<file path="src/rtl/battle_pkg.sv">
// Shared codes for the battle turn sequencer: page codes,
// key codes, player opcodes, move directions and small helpers.
package battle_pkg;

  typedef enum logic [3:0] {
    PG_MENU   = 4'h1,
    PG_LOSE   = 4'h2,
    PG_WIN    = 4'h3,
    PG_DODGE  = 4'h9,
    PG_ATTACK = 4'hA,
    PG_ACTION = 4'hB
  } page_e;

  localparam logic [3:0] KEY_W     = 4'd1;
  localparam logic [3:0] KEY_A     = 4'd2;
  localparam logic [3:0] KEY_S     = 4'd3;
  localparam logic [3:0] KEY_D     = 4'd4;
  localparam logic [3:0] KEY_SPACE = 4'd8;

  localparam logic [3:0] OP_HPY = 4'd1;
  localparam logic [3:0] OP_DPY = 4'd2;
  localparam logic [3:0] OP_MOV = 4'd5;
  localparam logic [3:0] OP_SHP = 4'd6;

  localparam logic [7:0] DIR_UP    = 8'd0;
  localparam logic [7:0] DIR_LEFT  = 8'd1;
  localparam logic [7:0] DIR_DOWN  = 8'd2;
  localparam logic [7:0] DIR_RIGHT = 8'd3;

  localparam int TIMER_W = 8;

  function automatic logic [15:0] mk_instr(
    input logic [3:0] op,
    input logic [7:0] arg
  );
    return {op, arg, 4'h0};
  endfunction

  function automatic logic [7:0] sat_add(
    input logic [7:0] a,
    input logic [7:0] b
  );
    logic [8:0] s;
    s = {1'b0, a} + {1'b0, b};
    return s[8] ? 8'hFF : s[7:0];
  endfunction

endpackage

</file>
<file path="src/rtl/phase_timer.sv">
// Phase timer: counts tick strobes, sync clear, saturates at all-ones.
// Ports: clk, rst_n, clr_i, tick_i -> cnt_o.
module phase_timer #(
  parameter int W = 8
) (
  input  logic         clk,
  input  logic         rst_n,
  input  logic         clr_i,
  input  logic         tick_i,
  output logic [W-1:0] cnt_o
);

  logic [W-1:0] cnt_q;

  // clear beats a simultaneous tick
  always_ff @(posedge clk or negedge rst_n) begin
    if (!rst_n)
      cnt_q <= '0;
    else if (clr_i)
      cnt_q <= '0;
    else if (tick_i && cnt_q != '1)
      cnt_q <= cnt_q + 1'b1;
  end

  assign cnt_o = cnt_q;

endmodule

</file>
<file path="src/rtl/battle_sequencer.sv">
// Turn sequencer MENU->DODGE->ACTION->ATTACK->..., WIN/LOSE end pages.
// Ports: tick/key/dmg/atk inputs; state, player_instr, target, mon_dmg, atk_* outputs.
module battle_sequencer
  import battle_pkg::*;
#(
  parameter int N_MON       = 2,
  parameter int MON_HP_MAX  = 100,
  parameter int PLAYER_HP   = 100,
  parameter int HEAL_AMT    = 10,
  parameter int MENU_HOLD   = 3,
  parameter int DODGE_TIME  = 7,
  parameter int ACTION_TIME = 5,
  parameter int ATK_TIME    = 4,
  parameter int END_TIME    = 3
) (
  input  logic               clk,
  input  logic               rst_n,
  input  logic               tick,
  input  logic [3:0]         key,
  input  logic               is_death,
  input  logic               dmg_complete,
  input  logic [7:0]         damage,
  input  logic               heal,
  input  logic               atk_pass,
  input  logic [7:0]         dmg_mon,
  output logic [7:0]         state,
  output logic [15:0]        player_instr,
  output logic               is_move,
  output logic               start_dmg,
  output logic [1:0]         target,
  output logic [8*N_MON-1:0] mon_dmg,
  output logic               atk_start,
  output logic               atk_button,
  output logic               atk_reset
);

  page_e                   page_q, page_d;
  logic [15:0]             instr_q, instr_d;
  logic                    move_q, move_d;
  logic                    sdmg_q, sdmg_d;
  logic [1:0]              tgt_q, tgt_d;
  logic [N_MON-1:0][7:0]   dmg_q, dmg_d, hit;
  logic                    as_q, as_d;
  logic                    ab_q, ab_d;
  logic                    ar_q, ar_d;
  logic [3:0]              key_q;
  logic [TIMER_W-1:0]      timer;
  logic [N_MON-1:0]        live;
  logic                    sp, ka, kd, all_dead, clr;

  phase_timer #(.W(TIMER_W)) u_timer (
    .clk   (clk),
    .rst_n (rst_n),
    .clr_i (clr),
    .tick_i(tick),
    .cnt_o (timer)
  );

  function automatic logic is_live(
    input logic [1:0]       cur,
    input logic [N_MON-1:0] lv
  );
    logic r;
    r = 1'b0;
    for (int m = 0; m < N_MON; m++)
      if (2'(m) == cur) r = lv[m];
    return r;
  endfunction

  // nearest live monster stepping up/down; k=N_MON is cur itself
  function automatic logic [1:0] seek(
    input logic [1:0]       cur,
    input logic             up,
    input logic [N_MON-1:0] lv
  );
    logic [1:0] r;
    int         c;
    r = cur;
    for (int k = N_MON; k >= 1; k--) begin
      c = up ? (int'(cur) + k) % N_MON
             : (int'(cur) + 2 * N_MON - k) % N_MON;
      for (int m = 0; m < N_MON; m++)
        if (m == c && lv[m]) r = 2'(m);
    end
    return r;
  endfunction

  always_comb begin
    sp = key == KEY_SPACE && key_q != KEY_SPACE;
    ka = key == KEY_A && key_q != KEY_A;
    kd = key == KEY_D && key_q != KEY_D;

    hit      = dmg_q;
    all_dead = 1'b1;
    for (int m = 0; m < N_MON; m++) begin
      live[m] = dmg_q[m] < 8'(MON_HP_MAX);
      if (2'(m) == tgt_q) hit[m] = sat_add(dmg_q[m], dmg_mon);
      if (hit[m] < 8'(MON_HP_MAX)) all_dead = 1'b0;
    end

    page_d  = page_q;
    instr_d = instr_q;
    move_d  = 1'b0;
    sdmg_d  = 1'b0;
    tgt_d   = tgt_q;
    dmg_d   = dmg_q;
    as_d    = as_q;
    ab_d    = ab_q;
    ar_d    = ar_q;

    unique case (page_q)
      PG_MENU: begin
        instr_d = '0;
        if (sp && timer >= TIMER_W'(MENU_HOLD)) begin
          page_d  = PG_DODGE;
          dmg_d   = '0;
          tgt_d   = '0;
          instr_d = mk_instr(OP_SHP, 8'(PLAYER_HP));
          ar_d    = 1'b1;
        end
      end
      PG_DODGE: begin
        instr_d = '0;
        if (is_death) begin
          page_d = PG_LOSE;
        end else if (timer >= TIMER_W'(DODGE_TIME)) begin
          page_d = PG_ACTION;
          if (!is_live(tgt_q, live))
            tgt_d = seek(tgt_q, 1'b1, live);
        end else if (dmg_complete) begin
          sdmg_d  = 1'b1;
          instr_d = heal ? mk_instr(OP_HPY, 8'(HEAL_AMT))
                         : mk_instr(OP_DPY, damage);
        end else begin
          unique case (key)
            KEY_W: begin
              instr_d = mk_instr(OP_MOV, DIR_UP);
              move_d  = 1'b1;
            end
            KEY_A: begin
              instr_d = mk_instr(OP_MOV, DIR_LEFT);
              move_d  = 1'b1;
            end
            KEY_S: begin
              instr_d = mk_instr(OP_MOV, DIR_DOWN);
              move_d  = 1'b1;
            end
            KEY_D: begin
              instr_d = mk_instr(OP_MOV, DIR_RIGHT);
              move_d  = 1'b1;
            end
            default: ;
          endcase
        end
      end
      PG_ACTION: begin
        instr_d = '0;
        unique case (1'b1)
          ka:      tgt_d = seek(tgt_q, 1'b0, live);
          kd:      tgt_d = seek(tgt_q, 1'b1, live);
          default: ;
        endcase
        if (sp || timer >= TIMER_W'(ACTION_TIME)) begin
          page_d = PG_ATTACK;
          as_d   = 1'b1;
          ab_d   = 1'b0;
          ar_d   = 1'b0;
        end
      end
      PG_ATTACK: begin
        instr_d = '0;
        if (sp) ab_d = 1'b1;
        if (atk_pass) begin
          dmg_d  = hit;
          page_d = all_dead ? PG_WIN : PG_DODGE;
        end else if (timer >= TIMER_W'(ATK_TIME)) begin
          page_d = PG_DODGE;
        end
        if (page_d != PG_ATTACK) begin
          as_d = 1'b0;
          ab_d = 1'b0;
          ar_d = 1'b1;
        end
      end
      PG_WIN, PG_LOSE: begin
        instr_d = '0;
        if (timer >= TIMER_W'(END_TIME)) page_d = PG_MENU;
      end
      default: begin
        instr_d = '0;
        page_d  = PG_MENU;
      end
    endcase

    clr = page_d != page_q;
  end

  always_ff @(posedge clk or negedge rst_n) begin
    if (!rst_n) begin
      page_q  <= PG_MENU;
      instr_q <= '0;
      move_q  <= 1'b0;
      sdmg_q  <= 1'b0;
      tgt_q   <= '0;
      dmg_q   <= '0;
      as_q    <= 1'b0;
      ab_q    <= 1'b0;
      ar_q    <= 1'b1;
      key_q   <= '0;
    end else begin
      page_q  <= page_d;
      instr_q <= instr_d;
      move_q  <= move_d;
      sdmg_q  <= sdmg_d;
      tgt_q   <= tgt_d;
      dmg_q   <= dmg_d;
      as_q    <= as_d;
      ab_q    <= ab_d;
      ar_q    <= ar_d;
      key_q   <= key;
    end
  end

  assign state        = {page_q, 4'h0};
  assign player_instr = instr_q;
  assign is_move      = move_q;
  assign start_dmg    = sdmg_q;
  assign target       = tgt_q;
  assign mon_dmg      = dmg_q;
  assign atk_start    = as_q;
  assign atk_button   = ab_q;
  assign atk_reset    = ar_q;

endmodule

</file>
<file path="config.mk">
export PLATFORM = sky130hd
export DESIGN_NAME = battle_sequencer
export DESIGN_NICKNAME = d
export VERILOG_FILES = /design/src/rtl/battle_pkg.sv /design/src/rtl/phase_timer.sv /design/src/rtl/battle_sequencer.sv
export SDC_FILE = /design/constraint.sdc
export NUM_CORES = 1
export LEC_CHECK = 0
export ABC_AREA = 1
export CORE_UTILIZATION = 45
export DETAILED_ROUTE_END_ITERATION = 10
export GPL_TIMING_DRIVEN = 0
export PLACE_DENSITY = 0.81
export SLEW_MARGIN = 20
export SYNTH_ARGS = -nofsm -noshare
export SYNTH_HDL_FRONTEND = slang
export SYNTH_SLANG_ARGS = --single-unit
</file>
<file path="constraint.sdc">
create_clock -name clk -period 7 [get_ports clk]
set_input_delay 1.05 -clock clk [delete_from_list [all_inputs] [get_ports clk]]
set_output_delay 1.05 -clock clk [all_outputs]
set_load 0.1 [all_outputs]
</file>
[After elaboration in Yosys (flattened, before gate mapping)]
Index checks and enable logic that the tools add are counted.
Widths: inputs -> output; s select.
Word-level totals
  word-level logic and storage cells: 161
  output and inout port bits: 47
  input port bits: 27
  register bits after elaboration: 55
Cells by class
  add/subtract/negate cells: 8
  equal/unequal tests: 32
  magnitude comparators: 8
  multiplexer cells: 66
  bitwise logic cells: 4
  reductions and logical operators: 31
Operators with widths (count)
  $logic_not 32->1: 4
  $pmux 16 s2: 2
  $mux 15: 4
  $pmux 15 s4: 1
  $mux 8: 6
  $mux 4: 9
  $lt 8x7->1 const B: 4
  $mux 16: 2
  $sub 32x3->32 const B: 1
  $ge 8x3->1 const B: 3
  $mux 2: 12
  $mux 1: 23
  $pmux 4 s5: 1
  $add 8x8->9: 2
  $eq 4x2->1 const B: 4
  $eq 4x4->1 const B: 4
  $mux 14: 1
  $ne 2x2->1 const B: 7
  $logic_and 1x1->1: 13
  $reduce_and 3->1: 3
  $add 8x1->8 const B: 1
  $eq 2x2->1 const A: 4
  $eq 4x1->1 const B: 2
  $ge 8x2->1 const B: 1
  other kinds (26): 35

[Logic depth before layout (Yosys ltp)]
  depth after elaboration: 12
  depth in mapped cells: 18
  gate-level depth less buffers: 18

[Modules after synthesis]
A second synthesis with hierarchy kept.
Unflattened totals
  cell total of the unflattened synthesis: 489
  area, all modules: 3613.5 µm²
Modules (own cells, without submodules)
  battle_sequencer: cells an instance 415, area an instance 3069.2 µm², times used 1
  phase_timer: cells an instance 74, area an instance 544.3 µm², times used 1

[Least setup slack after synthesis]
Ideal clock, no wire load.
  kind: input to register
  start: input dmg_mon[0]
  end: register u_timer.cnt_q[1] (netlist: u_timer.cnt_o[1])
  buffers on the path: 0
  data arrival time: 2.904 ns
  stages on the path: 18
  path slack: 3.970 ns
  library setup time: 0.126 ns
  cell sequence: ha_1 -> fa_1 -> nand2_1 -> nand2_1 -> nand3_2 -> nand2_4 -> nor2_4 -> nand2_2 -> nand2_2 -> nand3_1 -> nand2_1 -> nand2_1 -> nand3_2 -> nand2_1 -> nand2_1 -> nand3_2 -> nand2_4 -> nor3_2
On the way
  cells in the longest elaborated chain, start to end: 12
  elaborated cells between the ends (all ways): 17
  those cells by class: add/sub: 2; order compare: 2; eq/ne: 1; mux: 11; reduce/logical: 1
Ends and longest elaborated chain
  from (decl): RTL line battle_sequencer.sv:25  | input logic [7:0] dmg_mon,
  $add 8x8->9: RTL line battle_pkg.sv:44  | s = {1'b0, a} + {1'b0, b};
  $mux 8: RTL line battle_pkg.sv:45  | return s[8] ? 8'hFF : s[7:0];
  $mux 8: RTL line battle_sequencer.sv:97  | if (2'(m) == tgt_q) hit[m] = sat_add(dmg_q[m], dmg_mon);
  $lt 8x7->1: RTL line battle_sequencer.sv:98  | if (hit[m] < 8'(MON_HP_MAX)) all_dead = 1'b0;
  $mux 1: RTL line battle_sequencer.sv:98
  $mux 1 *: RTL line battle_sequencer.sv:98
  $mux 4 *: RTL line battle_sequencer.sv:175  | page_d = all_dead ? PG_WIN : PG_DODGE;
  $mux 4 *: RTL line battle_sequencer.sv:173  | if (atk_pass) begin
  $mux 4 *: RTL line battle_sequencer.sv:111  | unique case (page_q)
  $pmux 4 s5 *: RTL line battle_sequencer.sv:111
  $ne 4x4->1 *: RTL line battle_sequencer.sv:195  | clr = page_d != page_q;
  $mux 8 / $reduce_bool 2->1 (equally long branches)
  to (signal assigned): RTL line phase_timer.sv:22  | cnt_q <= cnt_q + 1'b1;
  to (decl): RTL line phase_timer.sv:13  | logic [W-1:0] cnt_q;
Mark *: on every way between the ends. The rest lies on a longest branch, timed or not. The select of a mux whose other input is x is not followed.
A chain may end at the register's enable or synchronous reset.

[Final worst setup path]
  start: input dmg_mon[0]
  end: register u_timer.cnt_q[7] (netlist: u_timer.cnt_o[7])
Same word-level chain as after synthesis.

==> flow_metrics.env <==
export IMPL_crit_reg2reg_capture="u_timer.cnt_o[7]"
export IMPL_critical_path_top_delay_family="simple AND/OR/NAND/NOR gates"
export IMPL_core_area_um2=7687
export IMPL_std_cell_rows=32
export IMPL_post_synth_instance_area_um2=3572
export IMPL_grt_setup_unrepaired="false"
export IMPL_final_core_utilization_pct=58.12
export IMPL_yosysUniqueCellTypes=43
export IMPL_gpl_final_weighted_congestion=0.8707
export IMPL_clock_sink_count=50
export IMPL_fillerInstances=733
export IMPL_p_total_w=0.0007018
export IMPL_hold_start="atk_reset"
export IMPL_ios=74
export IMPL_ff_to_ff_start="mon_dmg[0]"
export IMPL_grt_remaining_overflow=0
export IMPL_diodes=0
export IMPL_tightest_slew_ns=0.9965
export IMPL_num_nets_final=605
export IMPL_critical_path_arrival_ns=3.67
export IMPL_die_y_um=91.10
export IMPL_grt_first_pass_wirelength_um=14320
export IMPL_antenna_violations_before_repair=0
export IMPL_cts_tree="done"
export IMPL_drt_pass1_iter_count=4
export IMPL_largest_incremental_delay_on_the_critical_path_ns=0.48
export IMPL_synth_ff_latch_count=50
export IMPL_class_of_the_tightest_hold_or_removal_check="register to register"
export IMPL_leakage_nw=2.227
export IMPL_timing_final_crit_share_pct=49.67
export IMPL_timing_critical_path_slowest_stage_cell="sky130_fd_sc_hd__clkdlybuf4s50_1"
export IMPL_vdd_ir_drop_worst_mv=0.1387
export IMPL_final_hold_violation_count=0
export IMPL_min_path_cells=2
export IMPL_dr_total_vias=3302
export IMPL_routed_via_density=5.011
export IMPL_hpwlAfterDp_um=6715
export IMPL_reg2reg_setup_slack_ns=4.38
export IMPL_final_area_um2=4468
export IMPL_maxSlewViolCount=0
export IMPL_routedWlPerCell_um=12.64
export IMPL_dieWidth_um=91.10
export IMPL_tritoncts_num_buffers=5
export IMPL_postRouteAntennaNets=0
export IMPL_slew_headroom_pct=33.36
export IMPL_timing_critical_path_cells="clkdlybuf4s50_1, ha_1, fa_1, nand2_1, nand2_1, nand3_2, nand2_4, nor2_4, nand3_1, o21ai_0, nand2_1, nand3_2, nand2_1, nand2_1, nand3_2, nand2_4, nor3_2"
export IMPL_layout_common_cells="116 x sky130_fd_sc_hd__nand2_1, 68 x sky130_fd_sc_hd__inv_1, 63 x sky130_fd_sc_hd__clkdlybuf4s50_1, 48 x sky130_fd_sc_hd__dfrtp_1, 44 x sky130_fd_sc_hd__nor2_1"
export IMPL_cellPowerDensity_nw_per_um2=157.1
export IMPL_critPathRequiredTime_ns=7.19
export IMPL_grt_start_max_net_pins=32
export IMPL_critical_path_startpoint_type="input port"
export IMPL_finalNonFillerCells=659
export IMPL_worst_hold_path_endpoint="atk_reset"
export IMPL_detailedRoute_firstIterationViolations=119
export IMPL_design_die_area_um2=8298
export IMPL_grt_pass1_vias=3165
export IMPL_crit_fanout=8
export IMPL_cp_buffers_inverters=1
export IMPL_critPathMostFrequentCell="sky130_fd_sc_hd__nand2_1"
export IMPL_clock_skew_final_ns=0.005831
export IMPL_finalSetupViolations=0
export IMPL_post_cts_hold_buffer_count=0
export IMPL_achievable_frequency_mhz=287.6
export IMPL_final_common_cell="sky130_fd_sc_hd__nand2_1"
export IMPL_dp_cells=652
export IMPL_period_minus_slack_ns=3.477
export IMPL_drive_gt1_share_pct=13.46
export IMPL_io_buffers=64
export IMPL_timing_setup_critical_path_class="input port to register"
export IMPL_crit_path_end_kind="register"
export IMPL_place_area_um2=4389
export IMPL_cts_setup_buffers=0
export IMPL_root_buffer="sky130_fd_sc_hd__clkbuf_8"
export IMPL_wirelength_um=8328
export IMPL_drc=0
export IMPL_synthesis_instances=476
export IMPL_setup_tns_ns=0
export IMPL_buffer_levels_on_the_longest_clock_path=2
export IMPL_ys_warn_count=0
export IMPL_globalRouteTotalUtil_pct=21.11
export IMPL_number_of_gates_resized_after_cts=0
export IMPL_syn2layout_area_growth_pct=25.08
export IMPL_clock_slew_seen_by_the_registers_of_the_worst_setup_and_hold_paths_ns=0.08
export IMPL_floorplan_initialDensity_pct=46.47
export IMPL_clock_insertion_delay_worst_skew_ns=0.30
export IMPL_ff2ff_path_depth=16
export IMPL_run_status="finished clean"
export IMPL_max_cap_violations=0
export IMPL_h_tree_lvl_count=2
export IMPL_syn_mean_instance_area_um2=7.505
export IMPL_ys_seq_area_share_pct=35.10
## sequential cells by signal, indices dropped and copies added, names as in the netlist
signal and flops:
is_move 1, u_timer.cnt_o 8, atk_start 1, atk_reset 1
atk_button 1, target 2, start_dmg 1, key_q 4
page_q 4, mon_dmg 16, player_instr 11
## power breakdown
part / internal, W / total [W] / switching [W] / leakage [nW]
sequential: 0.000299 / 0.000309 / 0.00000967 / 0.651
clock: 0.0000673 / 0.000159 / 0.0000914 / 0.0438
combinational: 0.0000710 / 0.000235 / 0.000164 / 1.53
## layout make-up
cell class	instances	area, um^2	area share [%]
multi-input combinational	347	1987	44.47
sequential	50	1254	28.06
timing repair buffer	65	655.6	14.67
inverter	77	289.0	6.469
tap	102	127.6	2.856
buffer	11	76.32	1.708
clock buffer	5	68.82	1.540
clock inverter	2	10.01	0.2240
## cells in the mapped netlist (all sizes together)
master / number / share of area (%)
nand2: 126 / 15
inv: 77 / 8.1
nor2: 56 / 7.7
dfrtp: 48 / 34
nand3: 39 / 6.6
ha: 19 / 6.7
o21ai: 18 / 2.6
nor3: 15 / 3.4
a21oi: 12 / 2.0
o22ai: 12 / 2.1
buf: 10 / 2.0
xor2: 6 / 1.5
nand4: 5 / 0.88
o21a: 4 / 0.84
or2: 4 / 0.77
a31oi: 3 / 0.53
nor4: 3 / 0.53
a211oi: 2 / 0.42
dfstp: 2 / 1.5
fa: 2 / 1.1
nand3b: 2 / 0.42
o31ai: 2 / 0.42
xnor2: 2 / 0.49
a311oi: 1 / 0.25
clkbuf: 1 / 0.10
conb: 1 / 0.10
o211ai: 1 / 0.21
o21bai: 1 / 0.21
o221ai: 1 / 0.25
o41ai: 1 / 0.25
## worst max path at each step
stage	slack (ns)	to	depth (start not counted)	startpoint
2_1_floorplan	3.97	u_timer.cnt_o[1]	18	dmg_mon[0]
6_report	3.52	u_timer.cnt_o[7]	17	dmg_mon[0]
5_1_grt	3.33	u_timer.cnt_o[7]	19	dmg_mon[0]
3_5_place_dp	3.24	u_timer.cnt_o[6]	19	dmg_mon[0]
3_3_place_gp	3.26	u_timer.cnt_o[1]	19	dmg_mon[0]
4_1_cts	3.54	u_timer.cnt_o[0]	19	dmg_mon[0]
## worst min-delay path, delay by kind of cell (launching register included)
| family | cells | cell delay [ns] |
|---|---|---|
| compound gates | 1 | 0.07 |
| simple gates | 1 | 0.05 |
| flops | 1 | 0.38 |
## layer usage
| metal | vias to the layer above | routed length, um | GRT usage (%) |
|---|---|---|---|
| met2 | 94 | 4056 | 36.68 |
| met3 | 11 | 372 | 3.099 |
| met5 | - | 0 | 0 |
| met4 | 0 | 105 | 4.894 |
| met1 | 1511 | 3793 | 27.71 |
| li1 | 1686 | - | - |
## kinds of logic (layout without fill, tap and decap cells)
family          count (synthesis)  count (layout)  synth area share [%]
simple gates                  250             250                 34.75
flops                          50              50                 35.10
fa+ha+maj                      21              21                 7.776
buf+inv                        88             160                 10.23
compound gates                 58              58                 10.09
xor+xnor                        8               8                 1.962
other cells                     1              10                0.1050
## metrics by stage
step	hold WS (ns)	setup slack [ns]
floorplan	0.6180	3.970
global placement	0.4880	3.263
detailed placement	0.4874	3.237
CTS	0.5131	3.536
global route	0.5474	3.328
finish	0.5019	3.523
Note: power is estimated with default switching activity, not from simulation.
